File: config.mk
export PLATFORM = sky130hd
export DESIGN_NAME = car_pass_detector
export DESIGN_NICKNAME = d
export VERILOG_FILES = /design/src/rtl/car_pass_detector.sv
export SDC_FILE = /design/constraint.sdc
export NUM_CORES = 1
export LEC_CHECK = 0
export ABC_AREA = 1
export CORE_MARGIN = 10
export CORE_UTILIZATION = 25
export CTS_BUF_LIST = sky130_fd_sc_hd__clkbuf_2
export DETAILED_ROUTE_END_ITERATION = 10
export PLACE_DENSITY_LB_ADDON = 0.1
export SLEW_MARGIN = 0
export SYNTH_ARGS = -nofsm -noshare
export SYNTH_HDL_FRONTEND = slang
export SYNTH_SLANG_ARGS = --single-unit
File: constraint.sdc
create_clock -name clk -period 2.08 [get_ports clk]
set_input_delay 0.52 -clock clk [delete_from_list [all_inputs] [get_ports clk]]
set_output_delay 0.52 -clock clk [all_outputs]
set_load 0.01 [all_outputs]
File: src/rtl/car_pass_detector.sv
// Gate beam front end: sync, debounce and direction decode of two beams.
// Emits qualified one-cycle entry/exit/reject events with the chosen slot.

module car_pass_debounce #(
  parameter int CYCLES = 400000
) (
  input  logic clk,
  input  logic reset,
  input  logic raw,
  output logic filt
);

  localparam int DW = $clog2(CYCLES + 1);
  localparam logic [DW-1:0] LAST = DW'(CYCLES - 1);

  logic          sync1;
  logic          sync2;
  logic [DW-1:0] cnt;

  // two-flop synchroniser for the asynchronous beam
  always_ff @(posedge clk or negedge reset) begin
    if (!reset) begin
      sync1 <= 1'b0;
      sync2 <= 1'b0;
    end else begin
      sync1 <= raw;
      sync2 <= sync1;
    end
  end

  // accept a new level only after it has been stable long enough
  always_ff @(posedge clk or negedge reset) begin
    if (!reset) begin
      cnt  <= '0;
      filt <= 1'b0;
    end else if (sync2 == filt) begin
      cnt  <= '0;
    end else if (cnt == LAST) begin
      filt <= sync2;
      cnt  <= '0;
    end else begin
      cnt  <= cnt + DW'(1);
    end
  end

endmodule

module car_pass_detector #(
  parameter int DEBOUNCE_CYCLES = 400000,
  parameter int TIMEOUT_CYCLES  = 2**26 - 1
) (
  input  logic       clk,
  input  logic       reset,
  input  logic       beam_a,
  input  logic       beam_b,
  input  logic [1:0] slot_sel,
  input  logic [3:0] occupancy,
  output logic       entry_pulse,
  output logic       exit_pulse,
  output logic       reject_pulse,
  output logic [1:0] event_slot,
  output logic       busy
);

  localparam int TW = $clog2(TIMEOUT_CYCLES + 1);
  localparam logic [TW-1:0] TO_LAST = TW'(TIMEOUT_CYCLES - 1);

  typedef enum logic [2:0] {
    IDLE,
    E1,
    E2,
    E3,
    X1,
    X2,
    X3
  } state_t;

  logic          fa;
  logic          fb;
  logic [1:0]    fab;
  state_t        state;
  state_t        state_nx;
  logic [TW-1:0] tcnt;
  logic          armed;
  logic          armed_nx;
  logic          done_entry;
  logic          done_exit;
  logic          occ_bit;
  logic          entry_d;
  logic          exit_d;
  logic          reject_d;
  logic [1:0]    slot_d;

  car_pass_debounce #(
    .CYCLES(DEBOUNCE_CYCLES)
  ) u_db_a (
    .clk  (clk),
    .reset(reset),
    .raw  (beam_a),
    .filt (fa)
  );

  car_pass_debounce #(
    .CYCLES(DEBOUNCE_CYCLES)
  ) u_db_b (
    .clk  (clk),
    .reset(reset),
    .raw  (beam_b),
    .filt (fb)
  );

  assign fab     = {fa, fb};
  assign occ_bit = occupancy[slot_sel];

  // passage state, re-arm flag and stuck-passage timer
  always_ff @(posedge clk or negedge reset) begin
    if (!reset) begin
      state <= IDLE;
      armed <= 1'b1;
      tcnt  <= '0;
    end else begin
      state <= state_nx;
      armed <= armed_nx;
      if (state_nx != state)
        tcnt <= '0;
      else if (state != IDLE)
        tcnt <= tcnt + TW'(1);
    end
  end

  // sequence decode; a timeout forces IDLE and waits for clear beams
  always_comb begin
    state_nx   = state;
    armed_nx   = armed;
    done_entry = 1'b0;
    done_exit  = 1'b0;
    if (state != IDLE && tcnt == TO_LAST) begin
      state_nx = IDLE;
      armed_nx = 1'b0;
    end else begin
      case (state)
        IDLE: begin
          if (!armed) begin
            if (fab == 2'b00)
              armed_nx = 1'b1;
          end else if (fab == 2'b10) begin
            state_nx = E1;
          end else if (fab == 2'b01) begin
            state_nx = X1;
          end
        end
        E1: begin
          if (fab == 2'b11)
            state_nx = E2;
          else if (fab == 2'b00)
            state_nx = IDLE;
        end
        E2: begin
          if (fab == 2'b01)
            state_nx = E3;
          else if (fab == 2'b10)
            state_nx = E1;
          else if (fab == 2'b00)
            state_nx = IDLE;
        end
        E3: begin
          if (fab == 2'b00) begin
            state_nx   = IDLE;
            done_entry = 1'b1;
          end else if (fab == 2'b11) begin
            state_nx = E2;
          end else if (fab == 2'b10) begin
            state_nx = IDLE;
          end
        end
        X1: begin
          if (fab == 2'b11)
            state_nx = X2;
          else if (fab == 2'b00)
            state_nx = IDLE;
        end
        X2: begin
          if (fab == 2'b10)
            state_nx = X3;
          else if (fab == 2'b01)
            state_nx = X1;
          else if (fab == 2'b00)
            state_nx = IDLE;
        end
        X3: begin
          if (fab == 2'b00) begin
            state_nx  = IDLE;
            done_exit = 1'b1;
          end else if (fab == 2'b11) begin
            state_nx = X2;
          end else if (fab == 2'b01) begin
            state_nx = IDLE;
          end
        end
        default: state_nx = IDLE;
      endcase
    end
  end

  // qualify a completed passage against slot occupancy
  always_comb begin
    entry_d  = 1'b0;
    exit_d   = 1'b0;
    reject_d = 1'b0;
    slot_d   = event_slot;
    unique case (1'b1)
      done_entry: begin
        entry_d  = ~occ_bit;
        reject_d = occ_bit;
        slot_d   = slot_sel;
      end
      done_exit: begin
        exit_d   = occ_bit;
        reject_d = ~occ_bit;
        slot_d   = slot_sel;
      end
      default: ;
    endcase
  end

  // registered event outputs and busy flag
  always_ff @(posedge clk or negedge reset) begin
    if (!reset) begin
      entry_pulse  <= 1'b0;
      exit_pulse   <= 1'b0;
      reject_pulse <= 1'b0;
      event_slot   <= 2'd0;
      busy         <= 1'b0;
    end else begin
      entry_pulse  <= entry_d;
      exit_pulse   <= exit_d;
      reject_pulse <= reject_d;
      event_slot   <= slot_d;
      busy         <= (state_nx != IDLE);
    end
  end

endmodule

==> flow_metrics.env, run 1 <==
export IMPL_outcome="completed"
export IMPL_num_vias=3432
export IMPL_synth_area_leader_cell="dfrtp_1"
export IMPL_avgSynthCellArea_um2=8.29
export IMPL_hold_depth=1
export IMPL_r2r_start="tcnt[0]$_DFFE_PN0P_"
export IMPL_met2_length_um=4400
export IMPL_die_x_um=154
export IMPL_nFillCells=1936
export IMPL_dieArea_mm2=0.0236
export IMPL_clkPwrFrac=0.375
export IMPL_met1_length_um=4750
export IMPL_start_util=0.257
export IMPL_rr_endpoint="tcnt[9]$_DFFE_PN0P_"
export IMPL_yosysWarnings=0
export IMPL_place_gp_congestion=0.772
export IMPL_fin_skew_ns=0.0413
export IMPL_met3_wirelength_um=233
export IMPL_slew_headroom=0.679
export IMPL_io_pins=16
export IMPL_yosysSeqAreaShare=0.448
export IMPL_fin_tns_setup_ns=0
export IMPL_core_area_mm2=0.0174
export IMPL_antenna_left=0
export IMPL_netSwitchingPower_w=0.000683
export IMPL_hold_class="in2reg"
export IMPL_critPathMaxFanout=26
export IMPL_area_growth_pct=14.3
export IMPL_routed_wl_um=9580
export IMPL_hpwl_um=7270
export IMPL_clk_latency_ns=0.60
export IMPL_syn_num_nets=553
export IMPL_synth_fa_ha_area_frac=0.0112
export IMPL_crit_start="tcnt[0]$_DFFE_PN0P_"
export IMPL_drt_iter0_markers=149
export IMPL_required_ns=2.59
export IMPL_seqPwrFrac=0.587
export IMPL_synth_top_family_by_area="simple AND/OR/NAND/NOR gates"
export IMPL_wire_per_inst_um=11.9
export IMPL_grt_pass1_vias=3560
export IMPL_die_h_um=154
export IMPL_placed_cell_area_mm2=0.00495
export IMPL_portBuffers=15
export IMPL_syn_cell_area_mm2=0.00447
export IMPL_cts_sinks=80
export IMPL_reg2reg_depth=13
export IMPL_drc=0
export IMPL_layout_drive_gt1_share=0.143
export IMPL_dr_pass1_iters=5
export IMPL_clk_path_buf_depth=2
export IMPL_maxCapViolCount=0
export IMPL_final_area_mm2=0.00511
export IMPL_synth_compound_area_frac=0.0291
export IMPL_cts_max_level=3
export IMPL_clock_fmax_mhz=535
export IMPL_netlist_area_leader_share=0.442
export IMPL_end_kind="flip-flop"
export IMPL_cts_made_buffers=9
export IMPL_finalMaxSlewViolations=0
export IMPL_num_rows=48
export IMPL_final_nets=588
export IMPL_grt_usage=0.0859
export IMPL_internal_power_w=0.00201
export IMPL_whs_ns=0.340
export IMPL_synthSimpleGateAreaFrac=0.365
export IMPL_seq_area_mm2=0.00200
export IMPL_min_period_over_period=0.899
export IMPL_synth_seq_cells=80
export IMPL_min_period_ns=1.87
export IMPL_multiInputGateArea_mm2=0.00218
export IMPL_p_sw_frac=0.253
export IMPL_crit_arrival_ns=2.38
export IMPL_rrSetupSlack_ns=0.21
export IMPL_grt_overflow_total=0
export IMPL_path_class="reg2reg"
export IMPL_syn_inst=539
export IMPL_synth_mux_area_frac=0
export IMPL_startpoint_type="flip-flop"
export IMPL_worst_slew_pin_slew_ns=0.478
export IMPL_p_leak_nw=2.16
export IMPL_share_comb_of_total_power=0.038
export IMPL_viasPerCell=4.26
export IMPL_clk_pin_slew_ns=0.23
export IMPL_crit_path_end="tcnt[9]$_DFFE_PN0P_"
export IMPL_mostFrequentLayoutCells="nand2_1, nor2_1, dfrtp_1, inv_1, nand3_1"
export IMPL_cts_tree="yes"
export IMPL_vdd_drop_max_v=0.000290
export IMPL_grt_max_degree=38
export IMPL_final_common_cell="nand2_1"
export IMPL_synth_xor_area_share=0.0823
export IMPL_antenna_found_initial=1
export IMPL_ys_top_cells_by_area="dfrtp_1, nand2_1, nor2_1, nor2_4, xor2_1"
export IMPL_synth_distinct_cells=33
export IMPL_maxUsedRoutingLayer="met4"
export IMPL_finalHoldViolations=0
export IMPL_power_density_mw_per_mm2=528
export IMPL_cts_root_buf="clkbuf_2"
export IMPL_setup_viol=0
export IMPL_grt_pass1_wl_um=17000
per-stage QoR:
stage                     setup slack (ns)   util  power (W)  cells
after floorplan                      0.384      -    0.00164    539
final                                0.210  0.293    0.00270    806
after global placement               0.154  0.284    0.00171    786
after global routing              -0.00425  0.293    0.00283    806
after CTS                            0.142  0.293    0.00276    803
after detailed placement             0.167  0.284    0.00172    786
state kept, by name, indices dropped and copies added, names as in the netlist:
| name | cells |
|---|---|
| state | 3 |
| u_db_a.sync2 | 1 |
| reject_pulse | 1 |
| u_db_b.sync2 | 1 |
| u_db_a.sync1 | 1 |
| u_db_a.cnt | 19 |
| u_db_b.sync1 | 1 |
| entry_pulse | 1 |
| u_db_b.filt | 1 |
| u_db_a.filt | 1 |
| busy | 1 |
| u_db_b.cnt | 19 |
| event_slot | 2 |
| exit_pulse | 1 |
| armed | 1 |
| tcnt | 26 |
cells in the mapped netlist (all sizes together):
library cell and count:
nand3b 1, nand2 119, a21oi 8, xnor2 10, ha 4, xor2 32
dfrtp 79, inv 60, o21ai 13, or2 2, nor3 22, buf 5
o21bai 1, nand3 36, and3 1, nand4 14, o21a 1, nor4 5
dfstp 1, nor3b 4, nor2 120, a31oi 1
cells by family (layout without fill, tap and decap cells):
logic type | after synthesis | in the layout
AND/OR/NAND/NOR | 324 | 324
flip-flops | 80 | 80
buffers and inverters | 65 | 105
XOR/XNOR | 42 | 42
AO/OA/AOI/OAI | 24 | 24
adder cells (fa/ha/maj) | 4 | 4
other | 0 | 2
layout make-up:
type,instances,share of cell area
Timing Repair Buffer,29,0.0534
Sequential cell,80,0.392
Clock inverter,7,0.0184
Inverter,60,0.0441
Multi-Input combinational cell,394,0.427
Clock buffer,9,0.00881
Antenna cell,2,0.000979
Tap cell,225,0.0551
metal layers:
metal	vias up	global-route usage
li1	1777	-
met1	1613	0.109
met2	30	0.135
met3	12	0.0176
met4	0	0.0432
met5	-	0
worst min path at each step:
| stage | from | to |
|---|---|---|
| 2_1_floorplan | reset | busy$_DFF_PN0_ |
| 3_3_place_gp | u_db_a.sync1$_DFF_PN0_ | u_db_a.sync2$_DFF_PN0_ |
| 3_5_place_dp | u_db_b.sync1$_DFF_PN0_ | u_db_b.sync2$_DFF_PN0_ |
| 4_1_cts | beam_a | u_db_a.sync1$_DFF_PN0_ |
| 5_1_grt | beam_a | u_db_a.sync1$_DFF_PN0_ |
| 6_report | beam_b | u_db_b.sync1$_DFF_PN0_ |
power groups by stage:
stage                     Sequential, W  Clock (W)  Combinational (W)
final                           0.00158    0.00101           0.000103
after global routing            0.00159    0.00113           0.000121
after CTS                       0.00158    0.00107           0.000109
after detailed placement        0.00161          0           0.000107
after global placement          0.00161          0           0.000106
after floorplan                 0.00161          0          0.0000329
repair_timing:
item / in CTS / in global routing
gates resized for setup: 6 / 2
setup buffers: 0 / 1
hold endpoints to repair: 27 / 0
hold buffers: 1 / 0
setup endpoints to repair: 6 / 21
critical path, cell delays in order (launching register included):
cell	delay, ns
dfrtp_1	0.45
inv_1	0.10
ha_1	0.17
inv_1	0.04
nor2_1	0.09
nand2_1	0.09
nor2_4	0.13
nand3_4	0.11
nand2_2	0.11
nand2_1	0.06
nand2_2	0.07
nand3_4	0.07
buf_12	0.20
nor2_4	0.10
No activity file was read; power rests on OpenSTA's default activity.
==> run 2: changes to the inputs <==
--- a/config.mk
+++ b/config.mk
@@ -10,6 +10,7 @@
 export CORE_UTILIZATION = 25
 export CTS_BUF_LIST = sky130_fd_sc_hd__clkbuf_2
 export DETAILED_ROUTE_END_ITERATION = 10
+export DONT_BUFFER_PORTS = 1
 export PLACE_DENSITY_LB_ADDON = 0.1
 export SLEW_MARGIN = 0
 export SYNTH_ARGS = -nofsm -noshare
==> run 2 against run 1 <==
  * Global-route usage is essentially flat
  * Critical path depth down 3
  * Via count decreased by 0.29%
  * Worst setup slack got worse by 0.043 ns
  * Final cell count down 0.74%
  * Clock power fell by 28%
  * Sequential power about the same
==> flow_metrics.env, run 2 (synthesized netlist as in run 1, its figures left out) <==
export IMPL_outcome="completed"
export IMPL_rrSetupSlack_ns=0.17
export IMPL_cts_sinks=80
export IMPL_num_vias=3422
export IMPL_final_nets=583
export IMPL_clk_pin_slew_ns=0.21
export IMPL_r2r_start="state[2]$_DFF_PN0_"
export IMPL_startpoint_type="flip-flop"
export IMPL_power_density_mw_per_mm2=473
export IMPL_hold_depth=3
export IMPL_required_ns=2.61
export IMPL_fin_skew_ns=0.0470
export IMPL_hpwl_um=7110
export IMPL_die_x_um=154
export IMPL_vdd_drop_max_v=0.000294
export IMPL_worst_slew_pin_slew_ns=0.418
export IMPL_drt_iter0_markers=144
export IMPL_io_pins=16
export IMPL_min_period_over_period=0.920
export IMPL_clk_latency_ns=0.59
export IMPL_num_rows=48
export IMPL_grt_pass1_vias=3498
export IMPL_slew_headroom=0.721
export IMPL_maxCapViolCount=0
export IMPL_place_gp_congestion=0.815
export IMPL_setup_viol=0
export IMPL_rr_endpoint="tcnt[23]$_DFFE_PN0P_"
export IMPL_layout_cells_non_filler=800
export IMPL_antenna_found_initial=1
export IMPL_routed_wl_um=9890
export IMPL_layout_drive_gt1_share=0.164
export IMPL_finalMaxSlewViolations=0
export IMPL_whs_ns=0.123
export IMPL_place_worst_setup_slack_ns=0.133
export IMPL_viasPerCell=4.28
export IMPL_critPathMaxFanout=8
export IMPL_layout_setup_ws_ns=0.167
export IMPL_core_area_mm2=0.0174
export IMPL_dr_pass1_iters=4
export IMPL_top_regs="tcnt (26), u_db_a.cnt (19), u_db_b.cnt (19)"
export IMPL_crit_arrival_ns=2.45
export IMPL_cts_made_buffers=9
export IMPL_final_common_cell="nand2_1"
export IMPL_clock_fmax_mhz=523
export IMPL_drc=0
export IMPL_finalHoldViolations=0
export IMPL_start_util=0.257
export IMPL_hold_path_end="exit_pulse$_DFF_PN0_"
export IMPL_path_class="reg2reg"
export IMPL_cts_tree="yes"
export IMPL_grt_max_degree=81
export IMPL_grt_pass1_wl_um=16800
export IMPL_cts_max_level=3
export IMPL_largest_register_ffs=26
export IMPL_final_core_util=0.292
export IMPL_mostFrequentLayoutCells="nand2_1, nor2_1, dfrtp_1, inv_1, nand3_1"
export IMPL_area_growth_pct=13.8
export IMPL_p_leak_nw=2.13
export IMPL_largest_register="tcnt"
export IMPL_antenna_left=0
export IMPL_place_inst=773
export IMPL_hold_start="slot_sel[0]"
export IMPL_grt_usage=0.0861
export IMPL_die_h_um=154
export IMPL_end_kind="flip-flop"
export IMPL_wire_per_inst_um=12.4
export IMPL_min_period_ns=1.91
export IMPL_grt_overflow_total=0
export IMPL_cts_root_buf="clkbuf_2"
export IMPL_clk_path_buf_depth=2
export IMPL_hold_class="in2reg"
export IMPL_portBuffers=0
export IMPL_nFillCells=1912
export IMPL_reg2reg_depth=10
export IMPL_dieArea_mm2=0.0236
-- run 2: cell types whose count changed in the layout (fill, tap and decap cells not counted), sizes merged --
| cell | previous run | this run |
|---|---|---|
| buf | 14 | 18 |
| clkdlybuf4s50 | 8 | 0 |
| dlygate4sd2 | 6 | 0 |
| inv | 62 | 60 |
| dlygate4sd3 | 1 | 4 |
| clkbuf | 9 | 14 |
| clkinv | 3 | 4 |
| bufinv | 2 | 0 |
| diode | 2 | 1 |
-- run 2: timing repair --
item | in CTS | in global routing
setup endpoints to repair | 0 | 28
hold buffers | 5 | 0
endpoints found under the hold margin | 83 | 0
gates resized for setup | 0 | 16
setup buffers | 0 | 3
-- run 2: power breakdown --
group	internal, W	switching, W
registers	0.00157	0.00000846
logic	0.0000318	0.0000639
clock network	0.000165	0.000564
total	0.00177	0.000636
-- run 2: worst max-delay path by stage --
stage                             start                    to  slack (ns)
global placement    tcnt[0]$_DFFE_PN0P_  tcnt[15]$_DFFE_PN0P_        0.16
CTS                 tcnt[0]$_DFFE_PN0P_  tcnt[16]$_DFFE_PN0P_        0.08
floorplan           tcnt[0]$_DFFE_PN0P_  tcnt[10]$_DFFE_PN0P_        0.38
global route         state[2]$_DFF_PN0_  tcnt[15]$_DFFE_PN0P_      -0.007
finish               state[2]$_DFF_PN0_  tcnt[23]$_DFFE_PN0P_        0.17
detailed placement  tcnt[0]$_DFFE_PN0P_  tcnt[17]$_DFFE_PN0P_        0.13
-- run 2: worst max-delay path: stages (launching register included) --
cell and delay, ns:
dfrtp_1 0.51, inv_2 0.15, nand2_2 0.15, inv_2 0.08, nand3_1 0.06, o21ai_1 0.17, nand3_1 0.14, nand2_2 0.10
nand3_4 0.18, clkbuf_16 0.24, nor2_4 0.08
-- run 2: stage by stage --
stage	instance area (um2)	TNS, ns	total power (W)
after floorplan	4470	0	0.00164
after global placement	4800	0	0.00166
after detailed placement	4800	0	0.00166
after CTS	4940	0	0.00248
after global routing	5090	-0.0202	0.00255
final	5090	0	0.00240
-- run 2: routing by layer --
| metal | track usage | up-vias | part of all wire |
|---|---|---|---|
| met5 | 0 | - | 0 |
| met4 | 0.0481 | 0 | 0.025 |
| met3 | 0.0192 | 17 | 0.028 |
| met2 | 0.135 | 30 | 0.47 |
| li1 | - | 1768 | - |
| met1 | 0.106 | 1607 | 0.48 |
-- run 2: area by class of cell --
type	instances	area, um2	share of cell area
flip-flops and latches	80	2000	0.394
diodes	1	2.50	0.000492
clock buffers	12	60.1	0.0118
repair buffers	24	270	0.0531
multi-input cells	394	2220	0.437
inverters	60	225	0.0443
clock inverters	4	21.3	0.00418
well taps	225	282	0.0553
